`src/rtl/gray_counter_ud.sv`:
```
// Up/down Gray-code counter with enable, synchronous clear/load, wrap-or-saturate
// mode and a registered wrap pulse. Both the Gray and binary outputs come straight from flops.
module gray_counter_ud #(
  parameter int          WIDTH    = 4,
  parameter int          SATURATE = 0,
  parameter int unsigned RST_VAL  = 0
) (
  input  logic             clk,
  input  logic             rst,
  input  logic             en,
  input  logic             up_dn,
  input  logic             clr,
  input  logic             load,
  input  logic [WIDTH-1:0] load_val,
  output logic [WIDTH-1:0] gray,
  output logic [WIDTH-1:0] bin,
  output logic             wrap,
  output logic             at_limit
);

  localparam logic [WIDTH-1:0] MAX     = '1;
  localparam logic [WIDTH-1:0] ZERO    = '0;
  localparam logic [WIDTH-1:0] ONE     = WIDTH'(1);
  localparam logic [WIDTH-1:0] RST_BIN = WIDTH'(RST_VAL);
  localparam bit               SAT     = (SATURATE != 0);

  function automatic logic [WIDTH-1:0] to_gray(input logic [WIDTH-1:0] b);
    return b ^ (b >> 1);
  endfunction

  logic [WIDTH-1:0] bin_q;
  logic [WIDTH-1:0] gray_q;
  logic             wrap_q;
  logic [WIDTH-1:0] bin_nxt;
  logic             wrap_nxt;

  always_comb begin
    bin_nxt  = bin_q;
    wrap_nxt = 1'b0;
    if (clr) begin
      bin_nxt = ZERO;
    end else if (load) begin
      bin_nxt = load_val;
    end else if (en) begin
      if (up_dn) begin
        if (bin_q == MAX) begin
          if (!SAT) begin
            bin_nxt  = ZERO;
            wrap_nxt = 1'b1;
          end
        end else begin
          bin_nxt = bin_q + ONE;
        end
      end else begin
        if (bin_q == ZERO) begin
          if (!SAT) begin
            bin_nxt  = MAX;
            wrap_nxt = 1'b1;
          end
        end else begin
          bin_nxt = bin_q - ONE;
        end
      end
    end
  end

  // Gray is encoded from the next binary value so both outputs update on the same edge.
  always_ff @(posedge clk or posedge rst) begin
    if (rst) begin
      bin_q  <= RST_BIN;
      gray_q <= to_gray(RST_BIN);
      wrap_q <= 1'b0;
    end else begin
      bin_q  <= bin_nxt;
      gray_q <= to_gray(bin_nxt);
      wrap_q <= wrap_nxt;
    end
  end

  assign gray     = gray_q;
  assign bin      = bin_q;
  assign wrap     = wrap_q;
  assign at_limit = up_dn ? (bin_q == MAX) : (bin_q == ZERO);

endmodule

```
`config.mk`:
```
export PLATFORM = sky130hd
export DESIGN_NAME = gray_counter_ud
export DESIGN_NICKNAME = d
export VERILOG_FILES = /design/src/rtl/gray_counter_ud.sv
export SDC_FILE = /design/constraint.sdc
export NUM_CORES = 1
export LEC_CHECK = 0
export BUFFER_PORTS_ARGS = -buffer_cell sky130_fd_sc_hd__buf_4
export CAP_MARGIN = 20
export CORE_MARGIN = 10
export CORE_UTILIZATION = 30
export CTS_CLUSTER_SIZE = 30
export DETAILED_ROUTE_END_ITERATION = 16
export HOLD_SLACK_MARGIN = 0.08
export PLACE_DENSITY = 0.64
export SLEW_MARGIN = 20
export SYNTH_ARGS = -nofsm -noshare
export SYNTH_HDL_FRONTEND = slang
export SYNTH_SLANG_ARGS = --single-unit
```
`constraint.sdc`:
```
create_clock -name clk -period 3.7 [get_ports clk]
set_input_delay 0.555 -clock clk [delete_from_list [all_inputs] [get_ports clk]]
set_output_delay 0.555 -clock clk [all_outputs]
set_load 0.05 [all_outputs]
```
==> results_tabular.tex, run 1 <==
\begin{tabular}{lr}
\hline
Metric & Value \\
\hline
\multicolumn{2}{l}{\textbf{Logic synthesis}} \\
\quad Most repeated cell in the gate-level netlist after synthesis & dfrtp\_1 \\
\quad Number of standard cells after synthesis & a little under 60 \\
\quad Commonest register cell after synthesis & dfrtp\_1 \\
\quad Warning count from the yosys run & 0 \\
\quad Part of the Yosys area used for sequential elements & 0.376 \\
\quad Dominant cells by area after synthesis & dfrtp\_1 (38\%), inv\_1 (4.9\%), xnor2\_1 (4.9\%) \\
\quad Number of enable flip-flop cells after synthesis & 0 \\
\quad Mean instance size in the synthesized netlist & $\sim$9.2 µm² \\
\quad Post-synthesis async set-or-reset flop share & 1.00 \\
\quad Top post-synthesis cells by count & dfrtp\_1 (8), inv\_1 (7), nand2\_1 (6) \\
\quad Cell taking the most area after synthesis & dfrtp\_1 \\
\quad Cell area after synthesis & between 500 and 600 µm² \\
\quad Yosys top cell area share & 0.376 \\
\quad Synthesized flop and latch total & 8 \\
\quad Count of unique library cells instantiated by Yosys & 25 \\
\quad Post-synthesis net count & 70 \\
\multicolumn{2}{l}{\textbf{Placement}} \\
\quad GPL Wtd Cong & approximately 0.83 \\
\quad Dpl hpwl & roughly 1100 µm \\
\quad IO Port Bufs & 19 \\
\quad Number of placed cells counting well taps & 99 \\
\multicolumn{2}{l}{\textbf{Critical path}} \\
\quad Buf/Inv on CP & 2 \\
\quad Start-to-end type of the worst setup path & flop to output pin \\
\quad Delay of the slowest critical-path stage & about 0.49 ns \\
\quad Standard cell with the maximum stage delay on the critical path & or4b\_4 \\
\quad Crit-path leading delay family & simple AND/OR/NAND/NOR gates \\
\quad Ordered list of cells on the worst path & inv\_1 > ha\_1 > or4b\_4 > nand2\_1 > buf\_4 \\
\quad Maximum net fanout on the critical path & 9 \\
\quad Critical path endpoint category & output pin \\
\quad Worst EP arrival & 1.80 ns \\
\quad Worst EP required & roughly 3.1 ns \\
\quad Nature of the critical path startpoint & flop \\
\multicolumn{2}{l}{\textbf{CTS}} \\
\quad Clock latency on the worst-skew pair & between 0.2 and 0.3 ns \\
\quad Total CTS buffers & 3 \\
\quad Clock tree buffer depth & 2 \\
\quad Setup fix buffers added after clock tree synthesis & 0 \\
\quad Reg clk slew, reported paths & about 0.050 ns \\
\quad TritonCTS clock tree & done \\
\quad Root Buffer Master & clkbuf\_4 \\
\quad Quantity of gates resized following cts & 0 \\
\quad Clk sink count & 8 \\
\quad Depth of the CTS H-tree & 1 \\
\quad Hold bufs inserted after CTS & 0 \\
\multicolumn{2}{l}{\textbf{Timing}} \\
\quad Setup repair after global routing missed its margin & no \\
\quad Worst Clk Skew & about 0.0014 ns \\
\quad Final critical-path required period & between 2 and 2.5 ns \\
\quad Hold violation count in the final report & 0 \\
\quad Worst slew margin relative to its limit & 0.644 \\
\quad Transition time of the tightest slew-check pin & approximately 0.53 ns \\
\quad Number of max-slew violations in the final report & 0 \\
\quad Sum of negative setup slack & 0 ns \\
\quad Fin crit share & 0.636 \\
\quad Final-report setup violation count & 0 \\
\quad Maximum achievable frequency & roughly 430 MHz \\
\multicolumn{2}{l}{\textbf{Worst hold path}} \\
\quad Tightest Hold Check Type & input port to async pin \\
\multicolumn{2}{l}{\textbf{Power and ir drop}} \\
\quad P\_leak & $\sim$0.36 nW \\
\quad Final Power & $\sim$0.28 mW \\
\quad VDD IR-drop max & roughly 0.13 mV \\
\quad Power per unit of standard cell area & 403 mW/mm² \\
\multicolumn{2}{l}{\textbf{Floorplan}} \\
\quad Core Region & between 0.0015 and 0.002 mm² \\
\quad Top Ports & 20 \\
\quad Die area & 0.00386 mm² \\
\quad Horiz. Die Dim & around 62 µm \\
\quad Height of the die & just over 60 µm \\
\quad Num rows & 15 \\
\quad Initial core utilization & 0.311 \\
\multicolumn{2}{l}{\textbf{Finish}} \\
\quad Cell Count, Final, Fillers Out & between 100 and 150 \\
\quad Final \#Nets & 91 \\
\quad Fillers & roughly 170 \\
\quad Layout cells sized above 1 & 0.338 \\
\quad Area taken by multi-input logic gates & approximately 280 µm² \\
\quad Area Overhead vs Synth & 32.5\% \\
\quad Antenna Cells & 0 \\
\quad Area used by sequential logic in the layout & between 200 and 250 µm² \\
\multicolumn{2}{l}{\textbf{Drt}} \\
\quad DR vias/cell & $\sim$4.5 \\
\quad Metal2 WL & between 600 and 700 µm \\
\quad Number of design rule violations left after detail routing & 0 \\
\quad Initial DRC count & 7 \\
\quad Average wire per standard cell & approximately 13 µm \\
\quad Via count of the routed design & 460 \\
\quad Post-detailed-route count of antenna-violating nets & 0 \\
\quad Met3 wire length & between 60 and 70 µm \\
\quad Detailed-routing wirelength on met1 & between 500 and 600 µm \\
\quad Max Used Layer & met4 \\
\quad Drt pass-1 iters & 3 \\
\quad Wire length after detailed routing & approximately 1300 µm \\
\multicolumn{2}{l}{\textbf{Status}} \\
\quad Run status & complete, no violations \\
\multicolumn{2}{l}{\textbf{GRT}} \\
\quad Remaining Overflow, GRT & 0 \\
\quad Maximum number of pins on one net before global-route repair & 11 \\
\quad Antenna violations before repair & 0 \\
\quad Number of global-route vias before repair & $\sim$520 \\
\quad Wire length of the first global-routing pass & 2260 µm \\
\quad Aggregate global-route resource usage & 0.0703 \\
\multicolumn{2}{l}{\textbf{Job}} \\
\quad Number of max-cap violations & 0 \\
\hline
\end{tabular}
layout make-up:
class,instances,share of cell area
Inverter,7,0.0373
Multi-Input combinational cell,40,0.400
Timing Repair Buffer,19,0.202
Tap cell,25,0.0444
Clock buffer,3,0.0320
Sequential cell,8,0.284
logic make-up after synthesis:
family	synth area share
buffers and inverters	0.0941
xor gates and xnor gates	0.0824
and+or+nand+nor	0.233
AOI/OAI and AO/OA	0.108
adders and majority gates	0.0471
DFF	0.376
muxes	0.0588
report_power, final:
| part | total [mW] | switching [mW] | internal [mW] |
|---|---|---|---|
| clock network | 0.0631 | 0.0262 | 0.0369 |
| registers | 0.107 | 0.0103 | 0.0969 |
| logic | 0.113 | 0.0723 | 0.0410 |
| total | 0.284 | 0.109 | 0.175 |
per-layer routing:
layer,vias to the layer above,GRT usage
met5,-,0
met4,0,0.0343
met3,2,0.0251
met2,12,0.123
met1,207,0.0722
li1,239,-
layout by cell type (no fill, tap or decap):
master and n:
or4b_4 1, and4b_1 1, o41ai_1 1, mux2i_1 2, o21ai_0 2, nor2b_1 2
xor2_1 2, ha_1 2, a31oi_1 1, dfrtp_1 8, clkbuf_4 3, xnor2_1 3
and4_1 1, nor4_1 1, buf_4 19, a21oi_1 4, nand4_1 2, inv_1 7
nor3_1 3, o31ai_2 1, mux2_2 1, nor2_1 3, nand2_1 6, and3_4 1
registers in the layout, indices dropped and copies added, names as in the netlist:
register / cells
gray: 3
wrap: 1
bin: 4
through the flow:
| step | hold slack [ns] | utilization | cell area [µm²] | worst slack [ns] |
|---|---|---|---|---|
| 3_3_place_gp | 0.517 | 0.399 | 682 | 1.65 |
| 6_report | 0.245 | 0.412 | 704 | 1.35 |
| 3_5_place_dp | 0.512 | 0.399 | 682 | 1.61 |
| 2_1_floorplan | 0.371 | - | 532 | 1.38 |
| 5_1_grt | 0.264 | 0.412 | 704 | 1.26 |
| 4_1_cts | 0.245 | 0.412 | 704 | 1.33 |
path summary, 6_finish.rpt:
check	slack (ns)	to	cells after the start	from
worst max-delay path	1.35	at_limit	5	bin[0]
worst min register to register	0.77	bin[3]	3	bin[1]
worst max register to register	1.69	gray[0]	7	bin[0]
min in group clk	0.50	bin[0]	2	clr
max in group asynchronous	3.24	bin[3]	2	rst
worst min-delay path	0.24	bin[2]	2	rst
worst register-to-register path, stage by stage, from the launching register on:
cell and delay, ns:
dfrtp_1 0.47, inv_1 0.10, ha_1 0.20, or4b_4 0.49, and3_4 0.20, o31ai_2 0.22
xor2_1 0.17, nor2_1 0.06
No activity file was read; power rests on OpenSTA's default activity.
==> run 2, diff against run 1 <==
--- a/config.mk
+++ b/config.mk
@@ -12,7 +12,7 @@
 export CTS_CLUSTER_SIZE = 30
 export DETAILED_ROUTE_END_ITERATION = 16
 export HOLD_SLACK_MARGIN = 0.08
-export PLACE_DENSITY = 0.64
+export PLACE_DENSITY = 0.66
 export SLEW_MARGIN = 20
 export SYNTH_ARGS = -nofsm -noshare
 export SYNTH_HDL_FRONTEND = slang
==> constraint.sdc (replaced) <==
create_clock -name clk -period 2 [get_ports clk]
set_input_delay 0.3 -clock clk [delete_from_list [all_inputs] [get_ports clk]]
set_output_delay 0.3 -clock clk [all_outputs]
set_load 0.05 [all_outputs]
==> results_tabular.tex, run 2 (same netlist as run 1, synthesis figures left out) <==
\begin{tabular}{lr}
\hline
Metric & Value \\
\hline
\multicolumn{2}{l}{\textbf{Critical path}} \\
\quad Crit-path leading delay family & simple AND/OR/NAND/NOR gates \\
\quad Maximum net fanout on the critical path & 4 (-5) \\
\quad Standard cell with the maximum stage delay on the critical path & or4b\_4 \\
\quad Ordered list of cells on the worst path & inv\_2 > ha\_4 > or4b\_4 > nand2\_4 > buf\_8 \\
\quad Nature of the critical path startpoint & flop \\
\quad Critical path endpoint category & output pin \\
\quad Delay of the slowest critical-path stage & 0.48 ns (about the same) \\
\quad Worst EP arrival & 1.63 ns (-0.17 ns) \\
\quad Start-to-end type of the worst setup path & flop to output pin \\
\quad Buf/Inv on CP & 2 (unchanged) \\
\quad Worst EP required & 1.70 ns (-1.44 ns) \\
\multicolumn{2}{l}{\textbf{GRT}} \\
\quad GRT met1 Usage & 0.0856 (+0.0135) \\
\quad Antenna violations before repair & 0 (unchanged) \\
\quad Aggregate global-route resource usage & 0.0726 (+0.00227) \\
\quad Number of global-route vias before repair & 487 (-5.4\%) \\
\quad Remaining Overflow, GRT & 0 (unchanged) \\
\quad Fraction of met2 tracks used by global routing & 0.108 (-0.0154) \\
\quad Maximum number of pins on one net before global-route repair & 10 (-1) \\
\quad Wire length of the first global-routing pass & 2290 µm (+1.5\%) \\
\quad Peak-usage layer in the global routing report & met2 \\
\quad GRT met3 Usage & 0.0287 (+0.00358) \\
\multicolumn{2}{l}{\textbf{Power and ir drop}} \\
\quad VDD IR-drop max & 0.312 mV (+140\%) \\
\quad Final Power & 0.557 mW (+96\%) \\
\quad P\_leak & 0.392 nW (+8.7\%) \\
\quad Power per unit of standard cell area & 705 mW/mm² (+75\%) \\
\multicolumn{2}{l}{\textbf{Finish}} \\
\quad Commonest cells after routing, fill and taps aside & buf\_4 (23), inv\_1 (6), dfrtp\_1 (6) \\
\quad Area Overhead vs Synth & 48.7\% \\
\quad Area taken by multi-input logic gates & 310 µm² (+10\%) \\
\quad Number of flip-flops under the largest register name & 4 (unchanged) \\
\quad Leading cell type in the layout, fill and taps excluded & buf\_4 \\
\quad Post-layout util & 0.463 (+0.0506) \\
\quad Layout cells sized above 1 & 0.434 (+0.0961) \\
\quad Antenna Cells & 0 (unchanged) \\
\quad Area used by sequential logic in the layout & 203 µm² (+1.2\%) \\
\quad Final \#Nets & 97 (+6.6\%) \\
\quad Fillers & 163 (-2.4\%) \\
\multicolumn{2}{l}{\textbf{Drt}} \\
\quad Via count of the routed design & 474 (+3.0\%) \\
\quad Drt pass-1 iters & 4 (+1) \\
\quad DR vias/cell & 4.39 (-2.7\%) \\
\quad Post-detailed-route count of antenna-violating nets & 0 (unchanged) \\
\quad Number of design rule violations left after detail routing & 0 (unchanged) \\
\quad Average wire per standard cell & 12.6 µm (+0.49\%) \\
\quad Wire length after detailed routing & 1360 µm (+6.4\%) \\
\quad Initial DRC count & 12 (+5) \\
\multicolumn{2}{l}{\textbf{Floorplan}} \\
\quad Die area & 0.00386 mm² (unchanged) \\
\quad Horiz. Die Dim & 62.1 µm (unchanged) \\
\quad Core Region & 0.00171 mm² (unchanged) \\
\quad Num rows & 15 (unchanged) \\
\quad Height of the die & 62.1 µm (unchanged) \\
\quad Initial core utilization & 0.311 (unchanged) \\
\quad Top Ports & 20 (unchanged) \\
\multicolumn{2}{l}{\textbf{Timing}} \\
\quad Final critical-path required period & roughly 1.9 ns \\
\quad Worst Clk Skew & 0.00328 ns (+0.00190 ns) \\
\quad Maximum achievable frequency & just over 500 MHz \\
\quad Worst slew margin relative to its limit & 0.771 (+0.127) \\
\quad Hold violation count in the final report & 0 (unchanged) \\
\quad Transition time of the tightest slew-check pin & 0.339 ns (-0.189 ns) \\
\quad Sum of negative setup slack & 0 ns (unchanged) \\
\quad Final-report setup violation count & 0 (unchanged) \\
\quad Number of max-slew violations in the final report & 0 (unchanged) \\
\quad Fin crit share & 0.963 \\
\quad Setup repair after global routing missed its margin & no \\
\multicolumn{2}{l}{\textbf{CTS}} \\
\quad Depth of the CTS H-tree & 1 (unchanged) \\
\quad Total CTS buffers & 3 (unchanged) \\
\quad TritonCTS clock tree & done \\
\quad Reg clk slew, reported paths & 0.05 ns (about the same) \\
\quad Clk sink count & 8 (unchanged) \\
\quad Clock latency on the worst-skew pair & 0.25 ns (about the same) \\
\quad Clock tree buffer depth & 2 (unchanged) \\
\quad Root Buffer Master & clkbuf\_4 \\
\multicolumn{2}{l}{\textbf{Status}} \\
\quad Run status & complete, no violations \\
\multicolumn{2}{l}{\textbf{Job}} \\
\quad Number of max-cap violations & 0 (unchanged) \\
\multicolumn{2}{l}{\textbf{Placement}} \\
\quad GPL Wtd Cong & 0.886 (+6.7\%) \\
\quad IO Port Bufs & 19 (unchanged) \\
\quad Dpl hpwl & 1100 µm (+2.0\%) \\
\multicolumn{2}{l}{\textbf{Worst hold path}} \\
\quad Tightest Hold Check Type & input port to flop \\
\hline
\end{tabular}
[run 2: metrics by stage]
step | worst slack (ns) | cell area [µm²] | hold WS [ns] | std cells
finish | 0.0735 | 791 | 0.250 | 108
global route | 0.00263 | 791 | 0.253 | 108
CTS | 0.0314 | 767 | 0.242 | 108
detailed placement | 0.0452 | 714 | 0.264 | 103
global placement | 0.107 | 714 | 0.257 | 103
floorplan | 0.00935 | 534 | 0.116 | 58
[run 2: worst reg2reg max path, stage by stage (launching register included)]
cell,delay (ns)
dfrtp_2,0.41
inv_2,0.09
ha_4,0.15
or4b_4,0.48
and3_4,0.21
o31ai_4,0.19
xor2_1,0.16
nor2_1,0.06
[run 2: timing repair]
item                       in CTS  in global routing
setup buffers                   1                  0
resized for setup               5                  3
hold endpoints to repair        8                  0
hold buffers                    1                  0
pin swaps                       1                  1
setup endpoints to repair       1                  2
cloned                          0                  0
[run 2: layout make-up]
cell class | instances | share of cell area
inverters | 7 | 0.0332
flip-flops and latches | 8 | 0.256
clock buffers | 3 | 0.0285
multi-input cells | 40 | 0.392
well taps | 25 | 0.0396
repair buffers | 25 | 0.250
[run 2: worst paths after layout]
kind | start | to | slack [ns] | depth (start not counted)
max | bin[1] | at_limit | 0.07 | 5
min | clr | bin[0] | 0.25 | 2
max reg2reg | bin[1] | gray[0] | 0.13 | 7
min reg2reg | bin[3] | wrap | 0.80 | 3
max in group asynchronous | rst | bin[0] | 1.22 | 3
min in group asynchronous | rst | bin[2] | 0.54 | 3
[run 2: per-layer routing]
layer	wire length [µm]	up-vias
met1	624	215
met5	0	-
met4	0	0
met2	663	12
li1	-	247
met3	75	0
[run 2: power breakdown]
| part | switching, mW | total (mW) | internal [mW] |
|---|---|---|---|
| clock network | 0.0505 | 0.119 | 0.0684 |
| logic | 0.153 | 0.250 | 0.0971 |
| registers | 0.00820 | 0.188 | 0.180 |
